==> src/rtl/csa_pipe_adder_if.sv <==
// Operand/result bus of csa_pipe_adder.
// master: producer of operands and consumer of results (the environment).
// slave : the adder itself.
// Signals:
//   in_valid/in_ready   operand beat handshake
//   in_x, in_y          operands
//   in_cin              carry-in (ignored in subtract mode)
//   in_sub              0: x + y + cin, 1: x - y
//   out_valid/out_ready result beat handshake
//   out_sum             result modulo 2^WIDTH
//   out_cout            carry out of the MSB (1 = no borrow when subtracting)
//   out_ovf             two's-complement signed overflow
interface csa_pipe_adder_if #(
  parameter int unsigned WIDTH = 128
);
  logic             in_valid;
  logic             in_ready;
  logic [WIDTH-1:0] in_x;
  logic [WIDTH-1:0] in_y;
  logic             in_cin;
  logic             in_sub;
  logic             out_valid;
  logic             out_ready;
  logic [WIDTH-1:0] out_sum;
  logic             out_cout;
  logic             out_ovf;

  modport master (
    output in_valid, in_x, in_y, in_cin, in_sub, out_ready,
    input  in_ready, out_valid, out_sum, out_cout, out_ovf
  );

  modport slave (
    input  in_valid, in_x, in_y, in_cin, in_sub, out_ready,
    output in_ready, out_valid, out_sum, out_cout, out_ovf
  );
endinterface

==> src/rtl/csa_pipe_adder.sv <==
// Pipelined carry-select adder/subtractor with valid/ready on both sides.
// The operand is cut into BLK-bit carry-select blocks; each pipeline stage resolves GRP
// blocks, giving STAGES = WIDTH/(BLK*GRP) register stages and a latency of STAGES cycles
// from the accepting edge (inclusive). WIDTH must be a multiple of BLK*GRP.
// Ports:
//   clk  rising-edge clock
//   rst  synchronous active-high reset; discards everything in flight
//   bus  csa_pipe_adder_if.slave (operand in, result out)
// Flow control is a global stall: every stage advances together when the output is
// empty or being taken, so in_ready depends only on out_valid/out_ready.
module csa_pipe_adder #(
  parameter int unsigned WIDTH = 128,
  parameter int unsigned BLK   = 16,
  parameter int unsigned GRP   = 2
) (
  input logic              clk,
  input logic              rst,
  csa_pipe_adder_if.slave  bus
);

  localparam int unsigned STAGES = WIDTH / (BLK * GRP);
  localparam int unsigned LAST   = STAGES - 1;

  // Stage registers: stage k holds the result of resolving blocks 0 .. (k+1)*GRP-1.
  logic             valid_q [STAGES];
  logic             carry_q [STAGES];
  logic [WIDTH-1:0] sum_q   [STAGES];
  logic [WIDTH-1:0] x_q     [STAGES];
  logic [WIDTH-1:0] y_q     [STAGES];
  logic             xs_q    [STAGES];
  logic             ys_q    [STAGES];

  logic             valid_d [STAGES];
  logic             carry_d [STAGES];
  logic [WIDTH-1:0] sum_d   [STAGES];
  logic [WIDTH-1:0] x_d     [STAGES];
  logic [WIDTH-1:0] y_d     [STAGES];
  logic             xs_d    [STAGES];
  logic             ys_d    [STAGES];

  logic advance;

  assign advance      = !valid_q[LAST] || bus.out_ready;
  assign bus.in_ready = advance;

  for (genvar g = 0; g < STAGES; g++) begin : g_stage
    logic [WIDTH-1:0] src_x;
    logic [WIDTH-1:0] src_y;
    logic [WIDTH-1:0] src_sum;
    logic             src_carry;
    logic             src_valid;
    logic             src_xs;
    logic             src_ys;
    logic [WIDTH-1:0] res_sum;
    logic [GRP:0]     carry;
    logic [BLK:0]     s0;
    logic [BLK:0]     s1;

    if (g == 0) begin : g_head
      // Subtraction is x + ~y + 1, so the forced carry-in replaces in_cin.
      assign src_x     = bus.in_x;
      assign src_y     = bus.in_sub ? ~bus.in_y : bus.in_y;
      assign src_carry = bus.in_sub | bus.in_cin;
      assign src_sum   = '0;
      assign src_valid = bus.in_valid & advance;
      assign src_xs    = bus.in_x[WIDTH-1];
      assign src_ys    = src_y[WIDTH-1];
    end else begin : g_body
      assign src_x     = x_q[g-1];
      assign src_y     = y_q[g-1];
      assign src_carry = carry_q[g-1];
      assign src_sum   = sum_q[g-1];
      assign src_valid = valid_q[g-1];
      assign src_xs    = xs_q[g-1];
      assign src_ys    = ys_q[g-1];
    end

    // Both block sums are formed independently of the incoming carry; only the select
    // ripples through the GRP blocks of this stage.
    always_comb begin
      int unsigned base;
      res_sum  = src_sum;
      carry    = '0;
      carry[0] = src_carry;
      s0       = '0;
      s1       = '0;
      base     = 0;
      for (int unsigned j = 0; j < GRP; j++) begin
        base = (unsigned'(g) * GRP + j) * BLK;
        s0 = {1'b0, src_x[base +: BLK]} + {1'b0, src_y[base +: BLK]};
        s1 = {1'b0, src_x[base +: BLK]} + {1'b0, src_y[base +: BLK]} + (BLK + 1)'(1);
        res_sum[base +: BLK] = carry[j] ? s1[BLK-1:0] : s0[BLK-1:0];
        carry[j+1]           = carry[j] ? s1[BLK] : s0[BLK];
      end
    end

    assign valid_d[g] = src_valid;
    assign carry_d[g] = carry[GRP];
    assign sum_d[g]   = res_sum;
    assign x_d[g]     = src_x;
    assign y_d[g]     = src_y;
    assign xs_d[g]    = src_xs;
    assign ys_d[g]    = src_ys;
  end

  always_ff @(posedge clk) begin
    if (rst) begin
      for (int unsigned k = 0; k < STAGES; k++) begin
        valid_q[k] <= 1'b0;
        carry_q[k] <= 1'b0;
        sum_q[k]   <= '0;
        x_q[k]     <= '0;
        y_q[k]     <= '0;
        xs_q[k]    <= 1'b0;
        ys_q[k]    <= 1'b0;
      end
    end else if (advance) begin
      // Bubbles move with the data; nothing is collapsed.
      for (int unsigned k = 0; k < STAGES; k++) begin
        valid_q[k] <= valid_d[k];
        carry_q[k] <= carry_d[k];
        sum_q[k]   <= sum_d[k];
        x_q[k]     <= x_d[k];
        y_q[k]     <= y_d[k];
        xs_q[k]    <= xs_d[k];
        ys_q[k]    <= ys_d[k];
      end
    end
  end

  assign bus.out_valid = valid_q[LAST];
  assign bus.out_sum   = sum_q[LAST];
  assign bus.out_cout  = carry_q[LAST];
  // Overflow: operands of equal sign producing a result of the other sign.
  assign bus.out_ovf   = (xs_q[LAST] == ys_q[LAST]) && (sum_q[LAST][WIDTH-1] != xs_q[LAST]);

endmodule

==> src/flat_wrapper.sv <==
// flat-port wrapper written by rule: the top's interface ports become plain ports
module csa_pipe_adder_flat 
#(
  parameter int unsigned WIDTH = 128,
  parameter int unsigned BLK   = 16,
  parameter int unsigned GRP   = 2
)
  (clk, rst, bus_in_valid, bus_in_x, bus_in_y, bus_in_cin, bus_in_sub, bus_out_ready, bus_in_ready, bus_out_valid, bus_out_sum, bus_out_cout, bus_out_ovf);
  csa_pipe_adder_if #(.WIDTH(WIDTH)) bus_i ();
  input logic clk;
  input logic rst;
  input wire logic [$bits(bus_i.in_valid)-1:0] bus_in_valid;
  input wire logic [$bits(bus_i.in_x)-1:0] bus_in_x;
  input wire logic [$bits(bus_i.in_y)-1:0] bus_in_y;
  input wire logic [$bits(bus_i.in_cin)-1:0] bus_in_cin;
  input wire logic [$bits(bus_i.in_sub)-1:0] bus_in_sub;
  input wire logic [$bits(bus_i.out_ready)-1:0] bus_out_ready;
  output wire logic [$bits(bus_i.in_ready)-1:0] bus_in_ready;
  output wire logic [$bits(bus_i.out_valid)-1:0] bus_out_valid;
  output wire logic [$bits(bus_i.out_sum)-1:0] bus_out_sum;
  output wire logic [$bits(bus_i.out_cout)-1:0] bus_out_cout;
  output wire logic [$bits(bus_i.out_ovf)-1:0] bus_out_ovf;
  assign bus_i.in_valid = bus_in_valid;
  assign bus_i.in_x = bus_in_x;
  assign bus_i.in_y = bus_in_y;
  assign bus_i.in_cin = bus_in_cin;
  assign bus_i.in_sub = bus_in_sub;
  assign bus_i.out_ready = bus_out_ready;
  assign bus_in_ready = bus_i.in_ready;
  assign bus_out_valid = bus_i.out_valid;
  assign bus_out_sum = bus_i.out_sum;
  assign bus_out_cout = bus_i.out_cout;
  assign bus_out_ovf = bus_i.out_ovf;
  csa_pipe_adder #(.WIDTH(WIDTH), .BLK(BLK), .GRP(GRP)) u_core (.clk(clk), .rst(rst), .bus(bus_i));
endmodule
==> config.mk <==
export PLATFORM = sky130hd
export DESIGN_NAME = csa_pipe_adder_flat
export DESIGN_NICKNAME = d
export VERILOG_FILES = /design/src/rtl/csa_pipe_adder_if.sv /design/src/rtl/csa_pipe_adder.sv /design/src/flat_wrapper.sv
export SDC_FILE = /design/constraint.sdc
export NUM_CORES = 1
export LEC_CHECK = 0
export CAP_MARGIN = 20
export CORE_MARGIN = 10
export CORE_UTILIZATION = 25
export CTS_CLUSTER_DIAMETER = 150
export CTS_CLUSTER_SIZE = 30
export DETAILED_ROUTE_END_ITERATION = 8
export PLACE_DENSITY = 0.42
export SYNTH_ARGS = -nofsm -noshare
export SYNTH_HDL_FRONTEND = slang
export SYNTH_SLANG_ARGS = --single-unit
==> constraint.sdc <==
create_clock -name clk -period 12.8 [get_ports clk]
set_clock_uncertainty 0.2 [all_clocks]
set_input_delay 3.2 -clock clk [delete_from_list [all_inputs] [get_ports clk]]
set_output_delay 3.2 -clock clk [all_outputs]
set_load 0.05 [all_outputs]
==> reports/results.ini <==
[run_status]
status = complete, no violations

[pwr]
fin_total_pwr_mw = 4.87
seqPwrFrac_pct = 57.9
power_density_nw_per_um2 = 114
vdd_ir_drop_max_mv = 0.0808
power_frac_clock_pct = 23.8
total_leakage_power_nw = 16.6
switching_share_pct = 26.9
intPower_mw = 3.56
combinational_group_share_of_total_power_pct = 18.4
power_switching_mw = 1.31

[grt]
global_route_wire_length_before_repair_um = 136000
grt_start_max_net_pins = 214
grt_pass1_vias = 21900
groute.usage.overall_pct = 10.8
antenna_found_initial = 14
gr-total-overflow = 0

[synthesis]
synth.yosys.seq_area_share_pct = 59.6
yosysUniqueCellTypes = 101
largest_area_contributor_in_the_synthesized_netlist = edfxtp_1
yosys_most_used_dff = edfxtp_1
syn-mean-instance-area_sq_um = 12.3
synthArstFlopShare_pct = 0
synth.ff_latch_count = 714
synthCells = 2915
total_number_of_yosys_warnings = 0
synthDominantCellAreaShare_pct = 59.6
mappedNetlistArea_sq_um = 35900
synth_edf_count = 714
leading_post_synthesis_cells_by_cell_area = edfxtp_1 (60%), and2_1 (8.8%), ha_1 (4.8%)
synth_fp_nets = 3323

[worst_setup_path]
timing.reg2reg.setup_slack_ns = 7.73
regToRegEndpoint = u_core.sum_q[0][189]
timing.rr.start = u_core.y_q[0][32]
worst-path-max-fanout = 4
setup.worst_path.start_class = input pin
critical_path_required_ns = 9.40
worst-endpoint-arrival_ns = 4.70
reg2regPathDepth = 12
worst-setup-path-type = in -> out
crit_path_end_kind = primary output

[placement]
port_buffers = 393
detailedPlacementHpwl_um = 64400
gp_congestion = 0.786
dpl.cell_count = 5109

[floorplan]
core-area_sq_um = 143000
floorplan.die.width_um = 399
die_height_um = 399
floorplan.die_area_sq_um = 159000
num_rows = 139
pin_count = 394
initial_utilization_pct = 25.1

[timing]
report.final.setup_viol = 0
holdWs_ns = 0.300
slew_headroom_pct = 31.5
fin_crit_sh_pct = 63.3
rsz_0062_raised_after_global_routing = false
finalWorstPathRequiredPeriod_ns = 8.10
timing.fmax_mhz = 123
timing_hold_violations_final = 0
worst-slew-pin-transition_ns = 1.03
finalSetupTns_ns = 0
maxSlewViolCount = 0

[final_layout]
storage_cell_area_sq_um = 21400
share_of_final_layout_standard_cells_stronger_than_drive_strength_1_pct = 3.18
utilization_pct = 29.9
fill_cells = 14800
nNetsFinal = 3645
area_growth_pct = 19.1
layoutNonFillerInstCount = 5150
multi_input_comb_area_sq_um = 13900

[clock_tree]
clock_insertion_delay_worst_skew_ns = 0.65
clkSlewWorstSetupHoldPaths_ns = 0.12
tritoncts = built
ctsRootBufferMaster = clkbuf_16
cts.sink_count = 714
tritoncts.num_buffers = 28
post_cts.repair.setup_buffers = 0
h-tree-depth = 1
holdBufCountCts = 0
postCtsResizedCells = 0
clock_tree.buffer_depth = 3

[routing]
routed-via-count = 22000
met3_length_um = 3170
detailedRoute.firstIterationViolations = 1203
met2_length_um = 42600
post_drt_via_cell_ratio = 4.27
highest_layer = met5
drt_wl_total_um = 90500
number_of_routed_nets_with_antenna_violations = 0
firstDrtPassIters = 4
m1WireLength_um = 42700
wire_per_inst_um = 17.6
drc = 0

[hold_path]
worstHoldStart = u_core.x_q[0][110]
holdPathEnd = u_core.x_q[0][238]
min_delay_path_depth = 1
worst_hold_path_type = reg -> reg

[run]
drv.max_cap_violation_count = 0

## per-stage QoR
| stage | setup slack (ns) | area, sq um |
|---|---|---|
| global placement | 3.98 | 42000 |
| CTS | 4.69 | 42800 |
| detailed placement | 3.95 | 42000 |
| floorplan | 3.19 | 36000 |
| finish | 4.70 | 42800 |
| global route | 4.36 | 42800 |
## power by group through the flow
stage | Sequential [mW] | Clock (mW) | Combinational (mW)
after floorplan | 2.94 | 0 | 0.525
after global placement | 2.87 | 0 | 0.903
after detailed placement | 2.87 | 0 | 0.903
after CTS | 2.82 | 1.24 | 0.908
after global routing | 2.84 | 1.29 | 0.991
final | 2.82 | 1.16 | 0.893
## how the worst max path moves through the flow
stage                        from              endpoint  slack (ns)  cells past startpoint
finish              bus_out_ready          bus_in_ready        4.70                      3
detailed placement     bus_in_sub   u_core.sum_q[0][23]        3.95                     17
global placement       bus_in_sub   u_core.sum_q[0][23]        3.98                     17
CTS                 bus_out_ready          bus_in_ready        4.69                      3
global route           bus_in_sub   u_core.sum_q[0][23]        4.36                     17
floorplan           bus_out_ready  u_core.carry_q[0][0]        3.19                      2
## synthesized netlist by cell type (all sizes together), types with 14 or more instances
cell / count
edfxtp: 714
and2: 503
nor2: 248
xnor2: 190
ha: 138
a21oi: 128
nand2: 114
clkbuf: 107
xor2: 107
o21ai: 71
nand3: 60
nor3: 52
a21o: 51
inv: 43
nand4: 27
and3: 25
or3: 21
a211oi: 19
nand2b: 18
nor2b: 17
o21a: 17
o31ai: 17
nor4: 14
o211ai: 14
o21bai: 14
## metal layers
layer / global-route usage, % / vias to the layer above
met5: 0 / -
met4: 2.70 / 2
met3: 1.49 / 79
met2: 17.8 / 347
met1: 14.9 / 10400
li1: - / 11100
## sequential cells by signal, summed over array words and instances, names as in the netlist
signal / flops
u_core.x_q: 191
u_core.xs_q: 2
u_core.ys_q: 4
u_core.y_q: 189
u_core.valid_q: 4
u_core.carry_q: 4
u_core.sum_q: 320
## layout by cell type (no fill, tap or decap), drive strengths merged, types with 12 or more instances in the layout
cell / synthesis / routed
a211o: 12 / 12
a211oi: 19 / 19
a21o: 51 / 51
a21oi: 128 / 128
and2: 503 / 503
and3: 25 / 25
buf: 10 / 16
clkbuf: 107 / 31
clkdlybuf4s50: 0 / 392
edfxtp: 714 / 714
ha: 138 / 138
inv: 43 / 45
mux2i: 12 / 12
nand2: 114 / 114
nand2b: 18 / 18
nand3: 60 / 60
nand4: 27 / 27
nor2: 248 / 248
nor2b: 17 / 17
nor3: 52 / 52
nor3b: 12 / 12
nor4: 14 / 14
o211ai: 14 / 14
o21a: 17 / 17
o21ai: 71 / 71
o21bai: 14 / 14
o31ai: 17 / 17
or3: 21 / 21
or4: 12 / 12
xnor2: 190 / 190
xor2: 107 / 107
## kinds of logic after synthesis
logic type | after synthesis | share of synthesized area, %
buf+inv | 160 | 1.79
fa+ha+maj | 146 | 5.25
compound gates | 418 | 7.82
flops | 714 | 59.6
xor+xnor | 297 | 7.24
mux | 13 | 0.365
simple gates | 1167 | 17.9
## layout make-up
class                      instances  share of cell area [%]
sequential                       714                    50.1
multi-input combinational       2041                    32.4
timing repair buffer             409                    9.69
tap                             1903                    5.56
clock buffer                      30                    1.70
inverter                          43                   0.377
clock inverter                     4                  0.0965
antenna                            6                  0.0351
## critical path, stage by stage
cell             delay (ns)
clkdlybuf4s50_1        0.45
nand2b_1               0.21
clkdlybuf4s50_1        0.85
Note: power is estimated with default switching activity, not from simulation.
